File: src/rtl/bus_ctrl_pkg.sv
// Shared definitions for the bus transfer controller: state encoding and one-hot helper.
package bus_ctrl_pkg;

    localparam int MAX_REGS  = 16;
    localparam int MAX_SEL_W = 4;

    typedef enum logic [1:0] {
        ST_IDLE  = 2'd0,
        ST_DRIVE = 2'd1,
        ST_LATCH = 2'd2,
        ST_DONE  = 2'd3
    } state_t;

    // Indices at or beyond width decode to all-zero so out-of-range selects never drive a line.
    function automatic logic [MAX_REGS-1:0] onehot(input logic [MAX_SEL_W-1:0] index,
                                                   input int width);
        logic [MAX_REGS-1:0] v;
        v = '0;
        if (int'(index) < width) v[index] = 1'b1;
        return v;
    endfunction

endpackage

File: src/rtl/onehot_decoder.sv
// Gated index-to-one-hot decoder feeding the register bank enable registers.
module onehot_decoder #(
    parameter int SEL_W    = 2,
    parameter int NUM_REGS = 4
) (
    input  logic [SEL_W-1:0]    index,
    input  logic                en,
    output logic [NUM_REGS-1:0] onehot_out
);
    import bus_ctrl_pkg::*;

    logic [MAX_SEL_W-1:0] idx_ext;

    assign idx_ext    = MAX_SEL_W'(index);
    assign onehot_out = en ? NUM_REGS'(onehot(idx_ext, NUM_REGS)) : '0;

endmodule

File: src/rtl/bus_transfer_controller.sv
// Sequences one register-to-register move on the shared 1-bit bus per request.
// Optional transfer counter output enabled by defining XFER_COUNT_EN.
//
// state    | meaning
// ST_IDLE  | ready for a request; rejects set err for one cycle
// ST_DRIVE | source drives the bus, bus settles
// ST_LATCH | source still driving, destination captures on the closing edge
// ST_DONE  | enables released, done pulses
module bus_transfer_controller #(
    parameter int NUM_REGS = 4,
    parameter int SEL_W    = 2
) (
    input  logic                clk,
    input  logic                reset_n,
    input  logic                req_valid,
    input  logic [SEL_W-1:0]    req_src,
    input  logic [SEL_W-1:0]    req_dst,
    output logic                req_ready,
    output logic [NUM_REGS-1:0] output_enable,
    output logic [NUM_REGS-1:0] input_enable,
    output logic                busy,
    output logic                done,
    output logic                err
`ifdef XFER_COUNT_EN
    ,
    output logic [7:0]          xfer_count
`endif
);
    import bus_ctrl_pkg::*;

    state_t              state;
    logic [SEL_W-1:0]    src_q;
    logic [SEL_W-1:0]    dst_q;
    logic                req_ok;
    logic [SEL_W-1:0]    src_idx;
    logic                src_en;
    logic                dst_en;
    logic [NUM_REGS-1:0] src_oh;
    logic [NUM_REGS-1:0] dst_oh;

    assign req_ready = (state == ST_IDLE);

    assign req_ok = (req_src != req_dst)
                 && (int'(req_src) < NUM_REGS)
                 && (int'(req_dst) < NUM_REGS);

    // In IDLE the source decoder looks at the live request so DRIVE's enable is ready at the accept edge.
    assign src_idx = (state == ST_IDLE) ? req_src : src_q;
    assign src_en  = (state == ST_IDLE) ? (req_valid && req_ok) : (state == ST_DRIVE);
    assign dst_en  = (state == ST_DRIVE);

    onehot_decoder #(.SEL_W(SEL_W), .NUM_REGS(NUM_REGS)) u_src_dec (
        .index      (src_idx),
        .en         (src_en),
        .onehot_out (src_oh)
    );

    onehot_decoder #(.SEL_W(SEL_W), .NUM_REGS(NUM_REGS)) u_dst_dec (
        .index      (dst_q),
        .en         (dst_en),
        .onehot_out (dst_oh)
    );

    always_ff @(posedge clk or negedge reset_n) begin
        if (!reset_n) begin
            state         <= ST_IDLE;
            src_q         <= '0;
            dst_q         <= '0;
            output_enable <= '0;
            input_enable  <= '0;
            busy          <= 1'b0;
            done          <= 1'b0;
            err           <= 1'b0;
        end else begin
            done <= 1'b0;
            err  <= 1'b0;
            case (state)
                ST_IDLE: begin
                    if (req_valid) begin
                        if (req_ok) begin
                            state         <= ST_DRIVE;
                            src_q         <= req_src;
                            dst_q         <= req_dst;
                            output_enable <= src_oh;
                            busy          <= 1'b1;
                        end else begin
                            err <= 1'b1;
                        end
                    end
                end
                ST_DRIVE: begin
                    state         <= ST_LATCH;
                    output_enable <= src_oh;
                    input_enable  <= dst_oh;
                end
                ST_LATCH: begin
                    state         <= ST_DONE;
                    output_enable <= '0;
                    input_enable  <= '0;
                    done          <= 1'b1;
                end
                ST_DONE: begin
                    state <= ST_IDLE;
                    busy  <= 1'b0;
                end
                default: state <= ST_IDLE;
            endcase
        end
    end

`ifdef XFER_COUNT_EN
    always_ff @(posedge clk or negedge reset_n) begin
        if (!reset_n) begin
            xfer_count <= 8'd0;
        end else if (state == ST_DONE) begin
            xfer_count <= xfer_count + 8'd1;
        end
    end
`endif

endmodule

File: config.mk
export PLATFORM = sky130hd
export DESIGN_NAME = bus_transfer_controller
export DESIGN_NICKNAME = d
export VERILOG_FILES = /design/src/rtl/bus_ctrl_pkg.sv /design/src/rtl/onehot_decoder.sv /design/src/rtl/bus_transfer_controller.sv
export SDC_FILE = /design/constraint.sdc
export NUM_CORES = 1
export LEC_CHECK = 0
export ABC_AREA = 0
export BUFFER_PORTS_ARGS = -buffer_cell sky130_fd_sc_hd__buf_4
export CAP_MARGIN = 20
export CORE_MARGIN = 3
export CORE_UTILIZATION = 45
export DETAILED_ROUTE_END_ITERATION = 12
export GPL_ROUTABILITY_DRIVEN = 0
export PLACE_DENSITY = 0.68
export SYNTH_ARGS = -nofsm -noshare
export SYNTH_HDL_FRONTEND = slang
export SYNTH_SLANG_ARGS = --single-unit
File: constraint.sdc
create_clock -name clk -period 2.2 [get_ports clk]
set_clock_uncertainty 0.05 [all_clocks]
set_input_delay 0.55 -clock clk [delete_from_list [all_inputs] [get_ports clk]]
set_output_delay 0.55 -clock clk [all_outputs]
set_load 0.005 [all_outputs]
* Word level (Yosys, flattened, before mapping)
Cells that the tools add are included.
Storage, ports and cells: register bits 17, bits of input ports 7, output and inout bits 12, word-level logic and storage cells 54
Operators by class: magnitude comparators 6, equality and inequality tests 6, mux-type cells 23, reductions and logical operators 11
Operators by type and width (count):
- 4-bit 2-to-1 mux | 5
- 4-bit one-hot mux with 3 select lines | 1
- 2-bit by 5-bit less-than comparator with 1-bit output (second input constant) | 2
- 1-bit 2-to-1 mux | 9
- 3-bit AND reduction | 3
- 2-bit one-hot mux with 4 select lines | 1
- 4-bit one-hot mux with 2 select lines | 1
- 2-bit by 3-bit less-than comparator with 1-bit output (second input constant) | 2
- 2-bit 2-to-1 mux | 3
- 1-bit demux with 2-bit select | 2
- 2-bit == test (second input constant) | 2
- 2-bit by 1-bit greater-or-equal comparator with 1-bit output (second input constant) | 2
- 2-bit nonzero test | 2
- 1-bit logical AND | 3
- 3-bit nonzero test | 1
- 2-bit by 1-bit == test with 1-bit output (second input constant) | 1
- 2-bit logical NOT | 1
- 2-bit by 1-bit inequality test with 1-bit output (second input constant) | 1
- 2-bit inequality test | 1
- 2-bit inequality test (second input constant) | 1
- 1-bit one-hot mux with 2 select lines | 1
- 2-bit AND reduction | 1

* Logic depth before layout (Yosys ltp)
Gate-level depths: netlist (run 1).
word-level depth 11, gate-level depth with buffers 7, depth with buffers taken out 6

* Cells and area by module
A second synthesis (run 1) with hierarchy kept.
Second synthesis, totals: cells, all modules 76, area total of the unflattened synthesis 942.2 um2
By module, submodules not included:
- bus_transfer_controller | instances 1, cells each 68, area an instance 867.1 um2, sequential area each 425.4 um2
- onehot_decoder | instances 2, cells each 4, area an instance 37.5 um2, sequential area each 0.0 um2

* Worst setup path after synthesis (run 1)
No wires, ideal clock.
kind reg2reg, start point register state[0], end point register dst_q[0], library setup time 0.125 ns, data arrival time 1.520 ns, data required time 2.025 ns, slack 0.505 ns, stages on the path, launching flop included 7, buffers on the path 1, period minus slack after synthesis 1.695 ns, cells stage by stage dfrtp_1 -> inv_1 -> ha_1 -> buf_2 -> nand2_1 -> nor2_1 -> mux2_2
Between the ends: word-level cells in the longest chain between the ends 2
RTL lines:
- from (decl) | RTL line bus_transfer_controller.sv:31 | state_t state;
- from (signal assigned) | RTL line bus_transfer_controller.sv:66 | state <= ST_IDLE;
- from (signal assigned) | RTL line bus_transfer_controller.sv:81 | state <= ST_DRIVE;
- from (signal assigned) | RTL line bus_transfer_controller.sv:92 | state <= ST_LATCH;
- 2-bit logical NOT
- via req_ready | RTL line bus_transfer_controller.sv:18 | output logic req_ready,
- 3-bit AND reduction (no line)
- to (signal assigned) | RTL line bus_transfer_controller.sv:83 | dst_q <= req_dst;
- to (decl) | RTL line bus_transfer_controller.sv:33 | logic [SEL_W-1:0] dst_q;
The timed path passes the listed nets, and every way through them passes these cells. A chain may end at the register's enable or synchronous reset.

* Worst setup path in the final report (run 1)
start point register state[0], end point output req_ready
Between the ends: word-level cells in the longest chain between the ends 1
RTL lines:
- 2-bit logical NOT | RTL line bus_transfer_controller.sv:41 | assign req_ready = (state == ST_IDLE);
- to (decl) | RTL line bus_transfer_controller.sv:18
Every way passes these cells.

==> results.py, run 1 <==
metrics = {
    "clock_tree": {
        "cts_resized": 0,
        "cts.clk_slew.worst_paths_ns": 0.10,
        "cts_buffers": 3,
        "cts_setup_buffers": 0,
        "ctsHtreeMaxLevel": 1,
        "cts_max_path_buffers": 2,
        "clock-sinks": 17,
        "clk-insertion-delay-late_ns": 0.29,
        "cts_tree": "built",
        "cts_root_buf": "clkbuf_4",
        "cts_hold_buf": 0,
    },
    "power": {
        "internal_power_w": 0.000860,
        "power.leakage_nw": 0.526,
        "finalPower_w": 0.00136,
        "power_density_nw_per_um2": 1280,
        "p_sw_w": 0.000502,
        "vdd_drop_max_uv": 664,
        "pwr-share-seq_pct": 38.1,
        "switching_share_pct": 36.9,
        "pwr-share-clk_pct": 11.9,
        "comb_power_share_pct": 50.0,
    },
    "worst_setup_path": {
        "critPathCaptureType": "output pin",
        "cp.required_ns": 1.60,
        "arrival_ns": 1.35,
        "crit_fanout": 9,
        "worstSetupPathType": "flop to output pin",
        "cp-start-kind": "flop",
    },
    "drt": {
        "drcViolationCount": 0,
        "drt_iter0_drc": 12,
        "avgViaCountPerCell": 4.99,
        "met1_length_um": 730,
        "routed-wl-met2_um": 703,
        "wl_per_cell_um": 12.1,
        "met3_length_um": 62,
        "top_layer": "met4",
        "firstDrtPassIters": 4,
        "ant_nets": 0,
        "postRouteWirelength_um": 1510,
        "route.vias.total": 624,
    },
    "sta": {
        "setup_viol": 0,
        "final.setup.worst_slack_ns": 0.248,
        "fmax_mhz": 512,
        "finalSetupTns_ns": 0,
        "hold_violations": 0,
        "slew_violations": 0,
        "rsz0062_at_grt": "no",
        "finalCriticalPeriod_ns": 1.95,
        "final.period_utilization_pct": 88.7,
        "tightestPinTransition_ns": 0.284,
        "relSlewSlack_pct": 81.1,
        "holdWs_ns": 0.0497,
    },
    "final_layout": {
        "area_growth_pct": 22.7,
        "fillers": 171,
        "drive_gt1_share_pct": 32.0,
        "n_antenna_cell": 0,
        "stdcell_count": 125,
        "layout.nets": 112,
    },
    "logic_synthesis": {
        "netlist_area_um2": 865,
        "synth_cell_type_count": 27,
        "synth_warnings": 0,
        "syn_nets": 89,
        "yosysSeqAreaShare_pct": 49.2,
        "syn_inst": 78,
        "ys_ff_latch": 17,
        "avgSynthCellArea_um2": 11.1,
    },
    "grt": {
        "gr-total-overflow": 0,
        "grt_max_degree": 18,
        "grt_pass1_vias": 579,
        "grtUsageTotal_pct": 13.8,
        "grt_pass1_wl_um": 2550,
        "antenna_found_initial": 0,
    },
    "floorplan": {
        "placeableCoreArea_um2": 1760,
        "die_y_um": 49.8,
        "die_x_um": 49.8,
        "initial_core_util_pct": 49.0,
        "ioPinCount": 19,
        "num_rows": 15,
        "die-area_um2": 2480,
    },
    "place": {
        "portBuffers": 18,
        "dpl.cell_count": 121,
        "hpwl_um": 1210,
        "dp_slack_ns": 0.371,
    },
    "run_status": {
        "outcome": "finished clean",
    },
    "worst_hold_path": {
        "min_path_type": "input pin to async pin",
    },
    "run": {
        "max-cap-violations": 0,
    },
}
## registers in the layout, summed over array words and instances (netlist names)
signal	count
input_enable	4
output_enable	4
done	1
state	2
dst_q	2
busy	1
err	1
src_q	2
## cell usage after synthesis
master | n | area (µm²)
dfrtp_1 | 17 | 425
inv_1 | 10 | 37.5
nor2_1 | 6 | 22.5
nand2_1 | 5 | 18.8
ha_1 | 4 | 50.1
mux2_2 | 4 | 45.0
mux2i_1 | 4 | 40.0
nand2b_1 | 3 | 18.8
o22ai_1 | 3 | 18.8
a21oi_1 | 2 | 10.0
mux2_4 | 2 | 30.0
o21ai_0 | 2 | 10.0
o32ai_1 | 2 | 17.5
a211o_1 | 1 | 8.76
a21boi_0 | 1 | 7.51
a21oi_4 | 1 | 16.3
a22oi_1 | 1 | 7.51
a31oi_1 | 1 | 6.26
buf_2 | 1 | 5.00
nand3_1 | 1 | 5.00
nor3_1 | 1 | 5.00
o21ai_2 | 1 | 8.76
o21bai_1 | 1 | 7.51
o2bb2ai_1 | 1 | 8.76
xnor2_1 | 1 | 8.76
xor2_1 | 1 | 8.76
xor2_2 | 1 | 16.3
## worst max-delay path, stage by stage (launching register included)
cell     delay (ns)
dfrtp_1        0.42
inv_1          0.11
ha_1           0.22
buf_4          0.19
buf_4          0.12
## cells by family after synthesis
group / count (synthesis) / share of synthesized area, %
AOI/OAI and AO/OA: 17 / 14.8
DFF: 17 / 49.2
and+or+nand+nor: 16 / 8.10
buffers and inverters: 11 / 4.92
muxes: 10 / 13.3
adders and majority gates: 4 / 5.79
xor gates and xnor gates: 3 / 3.91
## power groups by stage
stage          Combinational [W]  Sequential, W  Clock (W)
6_report                0.000681       0.000519   0.000163
5_1_grt                 0.000757       0.000535   0.000185
4_1_cts                 0.000692       0.000520   0.000168
3_5_place_dp            0.000688       0.000527          0
3_3_place_gp            0.000679       0.000521          0
2_1_floorplan           0.000463       0.000514          0
## layout make-up
type / instances / area, µm² / share of cell area, %
sequential: 17 / 425 / 40.1
multi-input combinational: 50 / 397 / 37.4
timing repair buffer: 19 / 143 / 13.4
inverter: 10 / 37.5 / 3.54
tap: 25 / 31.3 / 2.95
clock buffer: 3 / 22.5 / 2.12
clock inverter: 1 / 5.00 / 0.472
## layer usage
metal / up-vias / GRT usage [%]
li1: 310 / -
met5: - / 0
met1: 299 / 18.1
met4: 0 / 5.53
met2: 13 / 21.4
met3: 2 / 3.63
## worst paths after layout
path | startpoint | endpoint | slack, ns | cells after the start
worst max-delay path | state[0]$_DFFE_PN0P_ | req_ready | 0.25 | 4
worst min register to register | src_q[1]$_DFFE_PN0P_ | src_q[1]$_DFFE_PN0P_ | 0.47 | 1
worst max register to register | state[0]$_DFFE_PN0P_ | src_q[1]$_DFFE_PN0P_ | 0.51 | 5
min in group clk | req_dst[0] | src_q[0]$_DFFE_PN0P_ | 0.45 | 2
worst min-delay path | reset_n | state[0]$_DFFE_PN0P_ | 0.05 | 1
max in group asynchronous | reset_n | src_q[0]$_DFFE_PN0P_ | 1.86 | 1
## cells in the final DEF (no fill, tap or decap), types with 2 or more instances in the layout
cell type / count
buf_4: 19
dfrtp_1: 17
inv_1: 10
nor2_1: 6
nand2_1: 5
mux2_2: 4
mux2i_1: 4
ha_1: 4
nand2b_1: 3
o22ai_1: 3
clkbuf_4: 3
o32ai_1: 2
a21oi_1: 2
mux2_4: 2
o21ai_0: 2
## per-stage QoR
stage / util (%) / cell area [µm²]
2_1_floorplan: - / 865
3_3_place_gp: 58.6 / 1030
3_5_place_dp: 58.6 / 1030
4_1_cts: 60.1 / 1060
5_1_grt: 60.1 / 1060
6_report: 60.1 / 1060
No activity file was read; power rests on OpenSTA's default activity.
==> inputs of run 2 (changes only) <==
--- a/config.mk
+++ b/config.mk
@@ -5,7 +5,7 @@
 export SDC_FILE = /design/constraint.sdc
 export NUM_CORES = 1
 export LEC_CHECK = 0
-export ABC_AREA = 0
+export ABC_AREA = 1
 export BUFFER_PORTS_ARGS = -buffer_cell sky130_fd_sc_hd__buf_4
 export CAP_MARGIN = 20
 export CORE_MARGIN = 3
==> run 2 against run 1 <==
Compared with the run above:
- cell count up 14%
- setup slack better by 0.026 ns
- cell area down 3.7%
- die area down 3.6%
- register-to-register slack better by 0.15 ns
- routed wire length up 2.8%
- area after synthesis down 4.1%
- fmax up 1.4%
- utilization up 3.3 points
- combinational power down 9.0%
- largest cell class unchanged
- highest routed layer unchanged
==> results.py, run 2 <==
metrics = {
    "place": {
        "hpwl_um": 1210,
        "dpl.cell_count": 138,
        "portBuffers": 18,
        "place_area_um2": 995,
        "dp_slack_ns": 0.611,
    },
    "logic_synthesis": {
        "avgSynthCellArea_um2": 8.64,
        "synth_cell_type_count": 16,
        "synth_area_leaders": "dfrtp_1 (51%), nand2_1 (11%), inv_1 (8.1%)",
        "synth_top_family_by_area": "simple AND/OR/NAND/NOR gates",
        "syn_nets": 107,
        "synth_warnings": 0,
        "yosysTopAreaCell": "dfrtp_1",
        "ys_ff_latch": 17,
        "synth_fa_ha_area_share_pct": 6.03,
        "synth_compound_area_share_pct": 12.1,
        "yosysMostFrequentCell": "nand2_1",
        "synthSimpleGateAreaFrac_pct": 21.6,
        "muxShareOfSynthArea_pct": 0,
        "netlist_area_um2": 830,
        "synth_xor_area_share_pct": 0,
        "synth-edff-count": 0,
        "async_reset_ff_share_pct": 100,
        "syn_inst": 96,
        "yosysSeqAreaShare_pct": 51.3,
        "yosys_most_used_dff": "dfrtp_1",
        "ys_top_cells_by_count": "nand2_1 (24), inv_1 (18), dfrtp_1 (17)",
        "synth_top_area_share_pct": 51.3,
    },
    "worst_setup_path": {
        "crit_fanout": 8,
        "arrival_ns": 1.33,
        "critPathCaptureType": "output pin",
        "cp.required_ns": 1.60,
        "worstSetupPathType": "flop to output pin",
        "cp-start-kind": "flop",
    },
    "clock_tree": {
        "cts_buffers": 3,
        "cts_tree": "built",
        "cts_root_buf": "clkbuf_4",
        "cts_hold_buf": 0,
        "clock-sinks": 17,
        "cts_resized": 0,
        "cts_setup_buffers": 0,
        "ctsHtreeMaxLevel": 1,
        "clk-insertion-delay-late_ns": 0.30,
        "cts_max_path_buffers": 2,
        "cts.clk_slew.worst_paths_ns": 0.11,
    },
    "worst_hold_path": {
        "min_path_type": "input pin to async pin",
    },
    "grt": {
        "antenna_found_initial": 0,
        "grtUsageTotal_pct": 15.8,
        "grt_max_degree": 18,
        "grt_pass1_wl_um": 2880,
        "gr-total-overflow": 0,
        "grt_pass1_vias": 691,
    },
    "floorplan": {
        "die_y_um": 48.9,
        "initial_core_util_pct": 51.5,
        "num_rows": 14,
        "die_x_um": 48.9,
        "die-area_um2": 2390,
        "ioPinCount": 19,
        "placeableCoreArea_um2": 1610,
    },
    "final_layout": {
        "drive_gt1_share_pct": 25.4,
        "n_antenna_cell": 0,
        "stdcell_count": 142,
        "design_area_um2": 1020,
        "layout_commonest_cell": "nand2_1",
        "top_regs": "input_enable: 4 flops, output_enable: 4 flops",
        "fillers": 166,
        "layout_common_cells": "nand2_1 (24), inv_1 (18), buf_4 (18)",
        "layout.nets": 130,
        "area_growth_pct": 23.2,
    },
    "drt": {
        "postRouteWirelength_um": 1550,
        "wl_per_cell_um": 10.9,
        "firstDrtPassIters": 4,
        "drt_iter0_drc": 9,
        "top_layer": "met4",
        "drcViolationCount": 0,
        "routed-wl-met2_um": 726,
        "ant_nets": 0,
        "avgViaCountPerCell": 4.72,
        "met1_length_um": 709,
        "route.vias.total": 670,
        "met3_length_um": 74,
    },
    "power": {
        "vdd_drop_max_uv": 746,
        "power.leakage_nw": 0.555,
        "power_density_nw_per_um2": 1270,
    },
    "run_status": {
        "outcome": "finished clean",
    },
    "run": {
        "max-cap-violations": 0,
    },
    "sta": {
        "final.period_utilization_pct": 87.5,
        "slew_violations": 0,
        "fmax_mhz": 519,
        "relSlewSlack_pct": 81.0,
        "setup_viol": 0,
        "final.setup.worst_slack_ns": 0.275,
        "finalCriticalPeriod_ns": 1.93,
        "tightestPinTransition_ns": 0.285,
        "rsz0062_at_grt": "no",
        "finalSetupTns_ns": 0,
        "hold_violations": 0,
    },
}
==> run 2: cell count changes after synthesis, sizes merged, moves of 3 or more <==
cell and delta:
mux2 -6, nand2b -3, inv +9, nand2 +26, mux2i -4, nor2 -3, o21ai +8, o22ai -3
==> run 2: power by group <==
| part | switching [W] | total [W] | internal [W] |
|---|---|---|---|
| clock | 0.000105 | 0.000173 | 0.0000678 |
| sequential | 0.0000783 | 0.000510 | 0.000431 |
| combinational | 0.000352 | 0.000620 | 0.000268 |
| total | 0.000535 | 0.00130 | 0.000768 |
==> run 2: layout make-up <==
type | count | area, µm² | area share [%]
sequential | 17 | 425 | 41.6
multi-input combinational | 59 | 329 | 32.2
timing repair buffer | 18 | 135 | 13.2
inverter | 20 | 75.1 | 7.34
tap | 24 | 30.0 | 2.94
clock buffer | 3 | 22.5 | 2.20
clock inverter | 1 | 5.00 | 0.490
==> run 2: path summary, 6_finish.rpt <==
| kind | cells past startpoint | startpoint | slack, ns | end |
|---|---|---|---|---|
| hold / removal | 1 | reset_n | 0.04 | busy$_DFFE_PN0P_ |
| max in group asynchronous | 1 | reset_n | 1.86 | dst_q[1]$_DFFE_PN0P_ |
| setup / recovery | 3 | state[1]$_DFFE_PN0P_ | 0.27 | req_ready |
| setup reg to reg | 8 | state[1]$_DFFE_PN0P_ | 0.66 | output_enable[1]$_DFFE_PN0P_ |
| min in group clk | 2 | output_enable[0]$_DFFE_PN0P_ | 0.45 | output_enable[0]$_DFFE_PN0P_ |
| hold reg to reg | 2 | output_enable[0]$_DFFE_PN0P_ | 0.45 | output_enable[0]$_DFFE_PN0P_ |
==> run 2: critical path: stages, from the launching register on <==
cell     delay (ns)
dfrtp_1        0.42
inv_1          0.10
ha_1           0.32
buf_4          0.17
==> run 2: metal layers <==
metal,up-vias,global-route usage [%]
li1,347,-
met1,302,19.4
met2,16,25.3
met3,5,3.06
met4,0,9.95
met5,-,0
==> run 2: logic make-up (layout without fill, tap and decap cells) <==
kind of cell	count (synthesis)	in the layout
simple gates	38	38
buf+inv	20	42
compound gates	17	17
flops	17	17
fa+ha+maj	4	4
==> run 2: metrics by stage <==
stage / hold slack [ns] / utilization [%] / power [W]
final: 0.0382 / 63.4 / 0.00130
after global routing: 0.0312 / 63.4 / 0.00144
after CTS: 0.0367 / 63.4 / 0.00132
after detailed placement: 0.377 / 61.7 / 0.00114
after global placement: 0.375 / 61.7 / 0.00112
after floorplan: 0.204 / - / 0.000913
